`src/rtl/dmem_port_arbiter_if.sv`:
```
// rtl/dmem_port_arbiter_if.sv - word request, byte memory and status bundle for dmem_port_arbiter
//
// Purpose: groups the CPU and DBG word ports, the byte-wide data memory port
// and the busy/owner status of the arbiter into one bundle.
//   slave  : arbiter side (takes requests, drives the memory)
//   master : requester/memory side (testbench or surrounding datapath)
// Signals:
//   cpu_req/we/addr/wdata -> , cpu_rdata/ack <-  CPU word port
//   dbg_req/we/addr/wdata -> , dbg_rdata/ack <-  DBG word port
//   mem_addr/we/wdata <- , mem_rdata ->          byte memory (combinational read)
//   busy, owner <-                               arbiter status
interface dmem_port_arbiter_if #(
  parameter int ADDR_W = 5
);
  logic              cpu_req;
  logic              cpu_we;
  logic [ADDR_W-1:0] cpu_addr;
  logic [31:0]       cpu_wdata;
  logic [31:0]       cpu_rdata;
  logic              cpu_ack;

  logic              dbg_req;
  logic              dbg_we;
  logic [ADDR_W-1:0] dbg_addr;
  logic [31:0]       dbg_wdata;
  logic [31:0]       dbg_rdata;
  logic              dbg_ack;

  logic [ADDR_W-1:0] mem_addr;
  logic              mem_we;
  logic [7:0]        mem_wdata;
  logic [7:0]        mem_rdata;

  logic              busy;
  logic              owner;

  modport slave (
    input  cpu_req, cpu_we, cpu_addr, cpu_wdata,
    output cpu_rdata, cpu_ack,
    input  dbg_req, dbg_we, dbg_addr, dbg_wdata,
    output dbg_rdata, dbg_ack,
    output mem_addr, mem_we, mem_wdata,
    input  mem_rdata,
    output busy, owner
  );

  modport master (
    output cpu_req, cpu_we, cpu_addr, cpu_wdata,
    input  cpu_rdata, cpu_ack,
    output dbg_req, dbg_we, dbg_addr, dbg_wdata,
    input  dbg_rdata, dbg_ack,
    input  mem_addr, mem_we, mem_wdata,
    output mem_rdata,
    input  busy, owner
  );
endinterface

```
`src/rtl/dmem_port_arbiter.sv`:
```
// rtl/dmem_port_arbiter.sv - round-robin CPU/DBG arbiter splitting 32-bit words into big-endian byte accesses
//
// Purpose: serialises word reads/writes from the CPU and the debug/loader port
// onto a single byte-wide data memory. Each word takes four byte cycles
// (XFER, byte k at base+k, MSB first) followed by one DONE cycle carrying the
// owner's ack. Ties in IDLE go to the requester that was not granted last.
// Ports:
//   clk   : rising-edge clock
//   rst_n : asynchronous active-low reset
//   bus   : dmem_port_arbiter_if.slave (CPU/DBG word ports, byte memory, busy/owner)
module dmem_port_arbiter #(
  parameter int ADDR_W = 5
) (
  input  logic                 clk,
  input  logic                 rst_n,
  dmem_port_arbiter_if.slave   bus
);

  typedef enum logic [1:0] {
    S_IDLE = 2'd0,
    S_XFER = 2'd1,
    S_DONE = 2'd2
  } state_t;

  state_t            r_state;
  state_t            w_next;

  logic [1:0]        r_cnt;
  // owner doubles as last_grant: it is only rewritten on a grant.
  logic              r_owner;
  logic              r_we;
  logic [23:0]       r_wdata_lo;
  logic [ADDR_W-1:0] r_mem_addr;
  logic [7:0]        r_mem_wdata;
  logic [23:0]       r_asm;
  logic [31:0]       r_cpu_rdata;
  logic [31:0]       r_dbg_rdata;

  logic              w_req_any;
  logic              w_grant_dbg;
  logic              w_sel_we;
  logic [ADDR_W-1:0] w_sel_addr;
  logic [31:0]       w_sel_wdata;
  logic [7:0]        w_next_byte;
  logic              w_mem_we;
  logic              w_busy;
  logic              w_cpu_ack;
  logic              w_dbg_ack;

  // Round robin: DBG wins only when alone or when the CPU held the last grant.
  assign w_req_any   = bus.cpu_req | bus.dbg_req;
  assign w_grant_dbg = bus.dbg_req & (~bus.cpu_req | ~r_owner);
  assign w_sel_we    = w_grant_dbg ? bus.dbg_we    : bus.cpu_we;
  assign w_sel_addr  = w_grant_dbg ? bus.dbg_addr  : bus.cpu_addr;
  assign w_sel_wdata = w_grant_dbg ? bus.dbg_wdata : bus.cpu_wdata;

  // Byte to present in the cycle after the current one (k+1).
  always_comb begin
    w_next_byte = r_wdata_lo[23:16];
    case (r_cnt)
      2'd0:    w_next_byte = r_wdata_lo[23:16];
      2'd1:    w_next_byte = r_wdata_lo[15:8];
      default: w_next_byte = r_wdata_lo[7:0];
    endcase
  end

  // State register
  always_ff @(posedge clk or negedge rst_n) begin
    if (!rst_n) begin
      r_state <= S_IDLE;
    end else begin
      r_state <= w_next;
    end
  end

  // Next-state logic
  always_comb begin
    w_next = r_state;
    case (r_state)
      S_IDLE:  if (w_req_any) w_next = S_XFER;
      S_XFER:  if (r_cnt == 2'd3) w_next = S_DONE;
      S_DONE:  w_next = S_IDLE;
      default: w_next = S_IDLE;
    endcase
  end

  // Outputs decoded from state; async reset clears them immediately.
  always_comb begin
    w_mem_we  = 1'b0;
    w_busy    = 1'b0;
    w_cpu_ack = 1'b0;
    w_dbg_ack = 1'b0;
    case (r_state)
      S_XFER: begin
        w_mem_we = r_we;
        w_busy   = 1'b1;
      end
      S_DONE: begin
        w_busy    = 1'b1;
        w_cpu_ack = ~r_owner;
        w_dbg_ack = r_owner;
      end
      default: ;
    endcase
  end

  // Datapath: request latch, byte sequencing, read assembly.
  always_ff @(posedge clk or negedge rst_n) begin
    if (!rst_n) begin
      r_cnt       <= 2'd0;
      r_owner     <= 1'b1;
      r_we        <= 1'b0;
      r_wdata_lo  <= 24'd0;
      r_mem_addr  <= '0;
      r_mem_wdata <= 8'd0;
      r_asm       <= 24'd0;
      r_cpu_rdata <= 32'd0;
      r_dbg_rdata <= 32'd0;
    end else begin
      case (r_state)
        S_IDLE: begin
          if (w_req_any) begin
            r_owner     <= w_grant_dbg;
            r_we        <= w_sel_we;
            r_wdata_lo  <= w_sel_wdata[23:0];
            r_mem_addr  <= w_sel_addr;
            r_mem_wdata <= w_sel_wdata[31:24];
            r_cnt       <= 2'd0;
          end
        end
        S_XFER: begin
          r_cnt <= r_cnt + 2'd1;
          r_asm <= {r_asm[15:0], bus.mem_rdata};
          if (r_cnt != 2'd3) begin
            r_mem_addr  <= r_mem_addr + ADDR_W'(1);
            r_mem_wdata <= w_next_byte;
          end else if (!r_we) begin
            // Last byte bypasses the assembly register so rdata is valid in DONE.
            if (r_owner) r_dbg_rdata <= {r_asm, bus.mem_rdata};
            else         r_cpu_rdata <= {r_asm, bus.mem_rdata};
          end
        end
        default: ;
      endcase
    end
  end

  assign bus.mem_addr  = r_mem_addr;
  assign bus.mem_we    = w_mem_we;
  assign bus.mem_wdata = r_mem_wdata;
  assign bus.cpu_rdata = r_cpu_rdata;
  assign bus.dbg_rdata = r_dbg_rdata;
  assign bus.cpu_ack   = w_cpu_ack;
  assign bus.dbg_ack   = w_dbg_ack;
  assign bus.busy      = w_busy;
  assign bus.owner     = r_owner;

endmodule
```
`src/flat_wrapper.sv`:
```
// flat-port wrapper written by rule: the top's interface ports become plain ports
module dmem_port_arbiter_flat 
#(
  parameter int ADDR_W = 5
)
  (clk, rst_n, bus_cpu_req, bus_cpu_we, bus_cpu_addr, bus_cpu_wdata, bus_cpu_rdata, bus_cpu_ack, bus_dbg_req, bus_dbg_we, bus_dbg_addr, bus_dbg_wdata, bus_dbg_rdata, bus_dbg_ack, bus_mem_addr, bus_mem_we, bus_mem_wdata, bus_mem_rdata, bus_busy, bus_owner);
  dmem_port_arbiter_if #(.ADDR_W(ADDR_W)) bus_i ();
  input  logic clk;
  input  logic rst_n;
  input wire logic [$bits(bus_i.cpu_req)-1:0] bus_cpu_req;
  input wire logic [$bits(bus_i.cpu_we)-1:0] bus_cpu_we;
  input wire logic [$bits(bus_i.cpu_addr)-1:0] bus_cpu_addr;
  input wire logic [$bits(bus_i.cpu_wdata)-1:0] bus_cpu_wdata;
  output wire logic [$bits(bus_i.cpu_rdata)-1:0] bus_cpu_rdata;
  output wire logic [$bits(bus_i.cpu_ack)-1:0] bus_cpu_ack;
  input wire logic [$bits(bus_i.dbg_req)-1:0] bus_dbg_req;
  input wire logic [$bits(bus_i.dbg_we)-1:0] bus_dbg_we;
  input wire logic [$bits(bus_i.dbg_addr)-1:0] bus_dbg_addr;
  input wire logic [$bits(bus_i.dbg_wdata)-1:0] bus_dbg_wdata;
  output wire logic [$bits(bus_i.dbg_rdata)-1:0] bus_dbg_rdata;
  output wire logic [$bits(bus_i.dbg_ack)-1:0] bus_dbg_ack;
  output wire logic [$bits(bus_i.mem_addr)-1:0] bus_mem_addr;
  output wire logic [$bits(bus_i.mem_we)-1:0] bus_mem_we;
  output wire logic [$bits(bus_i.mem_wdata)-1:0] bus_mem_wdata;
  input wire logic [$bits(bus_i.mem_rdata)-1:0] bus_mem_rdata;
  output wire logic [$bits(bus_i.busy)-1:0] bus_busy;
  output wire logic [$bits(bus_i.owner)-1:0] bus_owner;
  assign bus_i.cpu_req = bus_cpu_req;
  assign bus_i.cpu_we = bus_cpu_we;
  assign bus_i.cpu_addr = bus_cpu_addr;
  assign bus_i.cpu_wdata = bus_cpu_wdata;
  assign bus_cpu_rdata = bus_i.cpu_rdata;
  assign bus_cpu_ack = bus_i.cpu_ack;
  assign bus_i.dbg_req = bus_dbg_req;
  assign bus_i.dbg_we = bus_dbg_we;
  assign bus_i.dbg_addr = bus_dbg_addr;
  assign bus_i.dbg_wdata = bus_dbg_wdata;
  assign bus_dbg_rdata = bus_i.dbg_rdata;
  assign bus_dbg_ack = bus_i.dbg_ack;
  assign bus_mem_addr = bus_i.mem_addr;
  assign bus_mem_we = bus_i.mem_we;
  assign bus_mem_wdata = bus_i.mem_wdata;
  assign bus_i.mem_rdata = bus_mem_rdata;
  assign bus_busy = bus_i.busy;
  assign bus_owner = bus_i.owner;
  dmem_port_arbiter #(.ADDR_W(ADDR_W)) u_core (.clk(clk), .rst_n(rst_n), .bus(bus_i));
endmodule
```
`config.mk`:
```
export PLATFORM = sky130hd
export DESIGN_NAME = dmem_port_arbiter_flat
export DESIGN_NICKNAME = d
export VERILOG_FILES = /design/src/rtl/dmem_port_arbiter_if.sv /design/src/rtl/dmem_port_arbiter.sv /design/src/flat_wrapper.sv
export SDC_FILE = /design/constraint.sdc
export NUM_CORES = 1
export LEC_CHECK = 0
export ABC_AREA = 1
export CAP_MARGIN = 20
export CELL_PAD_IN_SITES_DETAIL_PLACEMENT = 0
export CELL_PAD_IN_SITES_GLOBAL_PLACEMENT = 1
export CORE_MARGIN = 3
export CORE_UTILIZATION = 46
export DETAILED_ROUTE_END_ITERATION = 12
export DONT_BUFFER_PORTS = 1
export GPL_ROUTABILITY_DRIVEN = 0
export PLACE_DENSITY = 0.89
export RECOVER_POWER = 25
export SKIP_LAST_GASP = 1
export SLEW_MARGIN = 20
export SYNTH_ARGS = -nofsm -noshare
export SYNTH_HDL_FRONTEND = slang
export SYNTH_SLANG_ARGS = --single-unit
export TNS_END_PERCENT = 1
```
`constraint.sdc`:
```
create_clock -name clk -period 2 [get_ports clk]
set_input_delay 0 -clock clk [delete_from_list [all_inputs] [get_ports clk]]
set_output_delay 0 -clock clk [all_outputs]
set_load 0.005 [all_outputs]
```
# [After elaboration in Yosys (flattened, before gate mapping)]
# Cells that the tools add are included.
[word_totals] register_bits=131 input_bits=88 output_inout_bits=82 wordCells=56
[classes] addsub=2 eq_ne=8 n_mux=19 n_bitwise=7 n_reduce_logical=10
[ops] operator="$mux W32" count=1
[ops] operator="$pmux W8 S2" count=2
[ops] operator="$mux W8" count=2
[ops] operator="$mux W5" count=3
[ops] operator="$pmux W5 S2" count=1
[ops] operator="$pmux W2 S2" count=2
[ops] operator="$reduce_and A4 Y1" count=2
[ops] operator="$mux W2" count=3
[ops] operator="$ne A2 B1 Y1 const B" count=3
[ops] operator="$reduce_and A2 Y1" count=3
[ops] operator="$add A5 B1 Y5 const B" count=1
[ops] operator="$mux W1" count=5
[ops] operator="$eq A2 B1 Y1 const B" count=2
[ops] operator="$eq A2 B2 Y1 const B" count=2
[ops] operator="$logic_not A2 Y1" count=2
[ops] operator="$not A1 Y1" count=4
[ops] operator="$reduce_and A3 Y1" count=1
[ops] operator="$add A2 B1 Y2 const B" count=1
[ops] operator="$ne A2 B2 Y1 const B" count=1
[ops] operator="$or A1 B1 Y1" count=2
[ops] operator="$reduce_bool A2 Y1" count=1
[ops] operator="$reduce_or A2 Y1" count=1
[ops] operator="$and A1 B1 Y1" count=1

# [Longest topological paths before layout]
[logic_depth] depth_word=6 mapped_depth=10 ltp_nobuf=9

# [Worst setup path before layout]
# Ideal clock, no wire load.
[synth_path] kind="reg2reg" start="register u_core.r_state[0]" end="register u_core.r_mem_addr[2], in the netlist u_core.bus.mem_addr[2]" setup_ns=0.116 arrival_time_ns=1.293 t_required_ns=1.884 setup_slack_ns=0.590 stages_incl_launch_ff=11 path_buffers=1 synth_period_minus_slack_ns=1.410 path_cell_list="dfrtp_1 > inv_1 > ha_1 > inv_1 > nand2_1 > nand2_2 > nor2_4 > inv_2 > buf_6 > nand2_1 > nand2_1"
[synth_between] elab_chain_len=3 word_cells_on_any_way=7 classes_between="eq/ne (3); mux (1); reduce/logical (3)"
[synth_lines] element="from (decl)" line="dmem_port_arbiter.sv:25" rtl="state_t r_state;"
[synth_lines] element="from (signal assigned)" line="dmem_port_arbiter.sv:72" rtl="r_state <= w_next;"
[synth_lines] element="$eq A2 B1 Y1 or $logic_not A2 Y1 (tied branches)" line="dmem_port_arbiter.sv:120" rtl="case (r_state)"
[synth_lines] element="$ne A2 B1 Y1 (no line) or $reduce_bool A2 Y1 (tied branches)"
[synth_lines] element="$reduce_and A3 Y1 (no line)"
[synth_lines] element="to (signal assigned)" line="dmem_port_arbiter.sv:126" rtl="r_mem_addr <= w_sel_addr;"
[synth_lines] element="to (signal assigned)" line="dmem_port_arbiter.sv:135" rtl="r_mem_addr <= r_mem_addr + ADDR_W'(1);"
[synth_lines] element="to (decl)" line="dmem_port_arbiter.sv:33" rtl="logic [ADDR_W-1:0] r_mem_addr;"
# Several ways; a longest one is shown, not always the timed one.
# A chain may end at the register's enable or synchronous reset.

# [Worst setup path in the final report]
[layout_path] start="register u_core.r_owner, in the netlist u_core.bus.owner" end="register u_core.r_mem_addr[4], in the netlist u_core.bus.mem_addr[4]"
[layout_between] elab_chain_len=6
[layout_lines] element="from (decl)" line="dmem_port_arbiter.sv:30" rtl="logic r_owner;"
[layout_lines] element="from (signal assigned)" line="dmem_port_arbiter.sv:123" rtl="r_owner <= w_grant_dbg;"
[layout_lines] element="$not A1 Y1 (no line)"
[layout_lines] element="$or A1 B1 Y1" line="dmem_port_arbiter.sv:52" rtl="assign w_grant_dbg = bus.dbg_req & (~bus.cpu_req | ~r_owner);"
[layout_lines] element="$and A1 B1 Y1" line="dmem_port_arbiter.sv:52"
[layout_lines] element="$mux W5" line="dmem_port_arbiter.sv:54" rtl="assign w_sel_addr = w_grant_dbg ? bus.dbg_addr : bus.cpu_addr;"
[layout_lines] element="$mux W5" line="dmem_port_arbiter.sv:122" rtl="if (w_req_any) begin"
[layout_lines] element="$pmux W5 S2" line="dmem_port_arbiter.sv:120"
# Every way passes these cells. The select of a mux whose other input is x is not followed.

==> flow_summary_export.csv <==
group,metric,value,unit
timing,tns,0,ns
setup_path,worstPathCellList,"nand2_2, buf_4, nand3_1, nand3_1, dlygate4sd3_1, nand2_1, nand2_1, nand2_1",
timing,drv_slew,0,
setup_path,critPathKind,"flip-flop to flip-flop",
synthesis,synth_nets,757,
setup_path,cp-end-kind,"flip-flop",
synthesis,synthAdderAreaFrac,0.0153,
synthesis,yosys.area.top_type,"dfrtp_1",
grt,grt.total_usage,0.223,
setup_path,max_stage_delay,0.61,ns
synthesis,synth.cell_area,5720,µm²
routing,postRouteAntennaNets,0,
grt,grt_pass1_vias,4903,
setup_path,cp_max_fo,13,
cts,clockBufferDepth,2,
routing,drc,0,
cts,post_cts_buffers,0,
floorplanning,initial_core_util,0.473,
synthesis,netlist_instances,662,
routing,dr.pass1.iters,5,
synthesis,ys_ff_latch,131,
run_status,status,"finished, violations left",
power_and_ir_drop,p_per_area,1520,nW/µm²
timing,worst_slew_pin_slew,0.582,ns
synthesis,synthArstFlopShare,1.00,
cells_and_area,drive_above_1_share,0.0796,
setup_path,crit_family,"buffers and inverters",
cts,cts_buffers,17,
setup_path,worstReg2RegStart,"u_core.bus.owner",
cells_and_area,finalNonFillerCells,922,
placed_design,dp_cells,802,
synthesis,netlist-cell-type-count,25,
synthesis,synth_top_family_by_area,"simple AND/OR/NAND/NOR gates",
cells_and_area,antenna_cells,0,
timing,min_period_over_period,0.936,
synthesis,synth_xor_area_frac,0.00153,
routing,vias,4807,
timing,fin_ws,0.128,ns
timing,fin_skew,0.00673,ns
setup_path,path_common_cell,"nand2_1",
synthesis,synth_edf_count,0,
grt,grt_antenna_before_repair,0,
floorplanning,coreArea,12100,µm²
routing,wire_per_inst,16.3,µm
timing,setup_viol,0,
synthesis,synth_top_area_frac,0.568,
cells_and_area,nNetsFinal,836,
timing,slew-limit-headroom,0.612,
floorplanning,fp.dieW,118,µm
floorplanning,die_area,13800,µm²
floorplanning,num_rows,40,
setup_path,start_kind,"flip-flop",
cts,cts.sinks,131,
placed_design,hpwlAfterDp,9430,µm
timing,final_hold_viol_count,131,
timing,hold_ws,-0.713,ns
cts,cts.clk_slew.worst_paths,0.05,ns
timing,rsz0062_at_grt,"false",
synthesis,synth-simple-area-share,0.199,
placed_design,pre_cts_ws,0.294,ns
cts,clockRootBuffer,"clkbuf_16",
min_path,hold_path_class,"primary input to asynchronous set/reset pin",
placed_design,io_buffers,0,
routing,wl,15000,µm
setup_path,cp_slowest_cell,"dfstp_2",
routing,drt_iter0_drc,421,
cts,clk_latency,0.41,ns
cts,cts_tree,"yes",
synthesis,synthFlopType,"dfrtp_1",
grt,grt_overflow,0,
synthesis,yosysSeqAreaShare,0.573,
floorplanning,die_h,118,µm
flow_run,maxCapViolCount,0,
setup_path,path_buf_inv,2,
setup_path,crit_required,2.35,ns
grt,grt_max_degree,132,
run_status,violations,"negative hold slack",
power_and_ir_drop,ir_worst_vdd,714,µV
synthesis,synth_mux_area_frac,0,
synthesis,synth.most_common_cell,"nand2_1",
routing,avgViaCountPerCell,5.21,
timing,fmax,0.534,GHz
setup_path,startpoint,"u_core.bus.owner",
power_and_ir_drop,cellLeakagePower,0.00348,µW
synthesis,avgSynthCellArea,8.64,µm²
synthesis,synth_common_cells,"185 x nand2_1, 130 x dfrtp_1, 119 x o21ai_0",
setup_path,cp.arrival,2.22,ns
synthesis,synth.area.top_cells,"dfrtp_1 57%, nand2_1 12%, o21ai_0 10%",
grt,grt_pass1_wl,24900,µm
cells_and_area,synthToLayoutAreaGrowth,27.7,%
timing,fin_crit,1.87,ns
synthesis,synth_compound_area_frac,0.136,
synthesis,yosys_warnings,0,
floorplanning,io_pins,170,
cts,htreeDepth,4,
registers in the layout (all words and copies together), names as in the netlist:
register,cells
u_core.r_state,2
u_core.bus.mem_addr,5
u_core.bus.owner,1
u_core.bus.cpu_rdata,32
u_core.r_asm,24
u_core.r_wdata_lo,24
u_core.bus.mem_wdata,8
u_core.bus.dbg_rdata,32
u_core.r_we,1
u_core.r_cnt,2
cell families after synthesis:
kind of cell,count (synthesis)
DFF,131
and+or+nand+nor,275
buffers and inverters,95
xor gates and xnor gates,1
AOI/OAI and AO/OA,153
adders and majority gates,7
metrics by stage:
stage / utilization / hold slack, ns / area, µm² / total power (µW)
2_1_floorplan: - / -0.296 / 5720 / 6810
3_5_place_dp: 0.478 / -0.292 / 5790 / 7710
6_report: 0.603 / -0.713 / 7310 / 11100
5_1_grt: 0.603 / -0.747 / 7310 / 12000
4_1_cts: 0.602 / -0.736 / 7290 / 11200
3_3_place_gp: 0.478 / -0.293 / 5790 / 7550
area by class of cell:
class / count / area (µm²)
fill: 1005 / 4810
sequential: 131 / 3280
multi-input combinational: 436 / 2020
timing repair buffer: 97 / 948
clock buffer: 21 / 480
inverter: 58 / 218
tap: 168 / 210
clock inverter: 11 / 149
timing repair:
action                                  CTS  global route
resized for setup                         0             1
endpoints found under the setup margin    0             2
hold buffers                             87             1
hold endpoints to repair                195           135
layout by cell type (no fill, tap or decap):
| cell | n |
|---|---|
| nand2_1 | 185 |
| dfrtp_1 | 130 |
| o21ai_0 | 119 |
| dlygate4sd3_1 | 88 |
| inv_1 | 53 |
| nand3_1 | 49 |
| nor2_1 | 28 |
| o21ai_1 | 25 |
| clkbuf_16 | 17 |
| buf_4 | 9 |
| a21oi_1 | 8 |
| ha_1 | 6 |
| inv_2 | 5 |
| nand2_2 | 4 |
| clkbuf_8 | 4 |
| clkinvlp_4 | 3 |
| bufinv_16 | 3 |
| nand2_4 | 2 |
| nand4_1 | 2 |
| or2_2 | 2 |
| clkinv_2 | 2 |
| inv_6 | 2 |
| nor2_2 | 1 |
| nand3_2 | 1 |
| nor2_4 | 1 |
| xor2_1 | 1 |
| o21ai_4 | 1 |
| ha_2 | 1 |
| clkinv_4 | 1 |
| dfstp_2 | 1 |
power breakdown:
part | total [µW] | switching (µW) | internal (µW)
clock network | 3270 | 1170 | 2100
logic | 3160 | 1990 | 1170
registers | 4690 | 874 | 3820
routing by layer:
layer  share of wire  vias up  global-route usage
met5               0        -                   0
li1                -     2284                   -
met3           0.082       27              0.0855
met4           0.020        0              0.0733
met2            0.50      206               0.375
met1            0.40     2290               0.264
worst paths after layout:
kind                                             to  slack, ns  depth (start not counted)
max                          u_core.bus.mem_addr[4]       0.13                          8
max reg2reg                  u_core.bus.mem_addr[4]       0.13                          8
min                        u_core.bus.dbg_rdata[24]      -0.71                          0
max in group asynchronous          u_core.bus.owner       2.50                          0
min reg2reg                        u_core.r_asm[20]       0.49                          2
min in group clk               u_core.r_wdata_lo[7]       0.02                          4
Power figures use the tool's default switching activity.
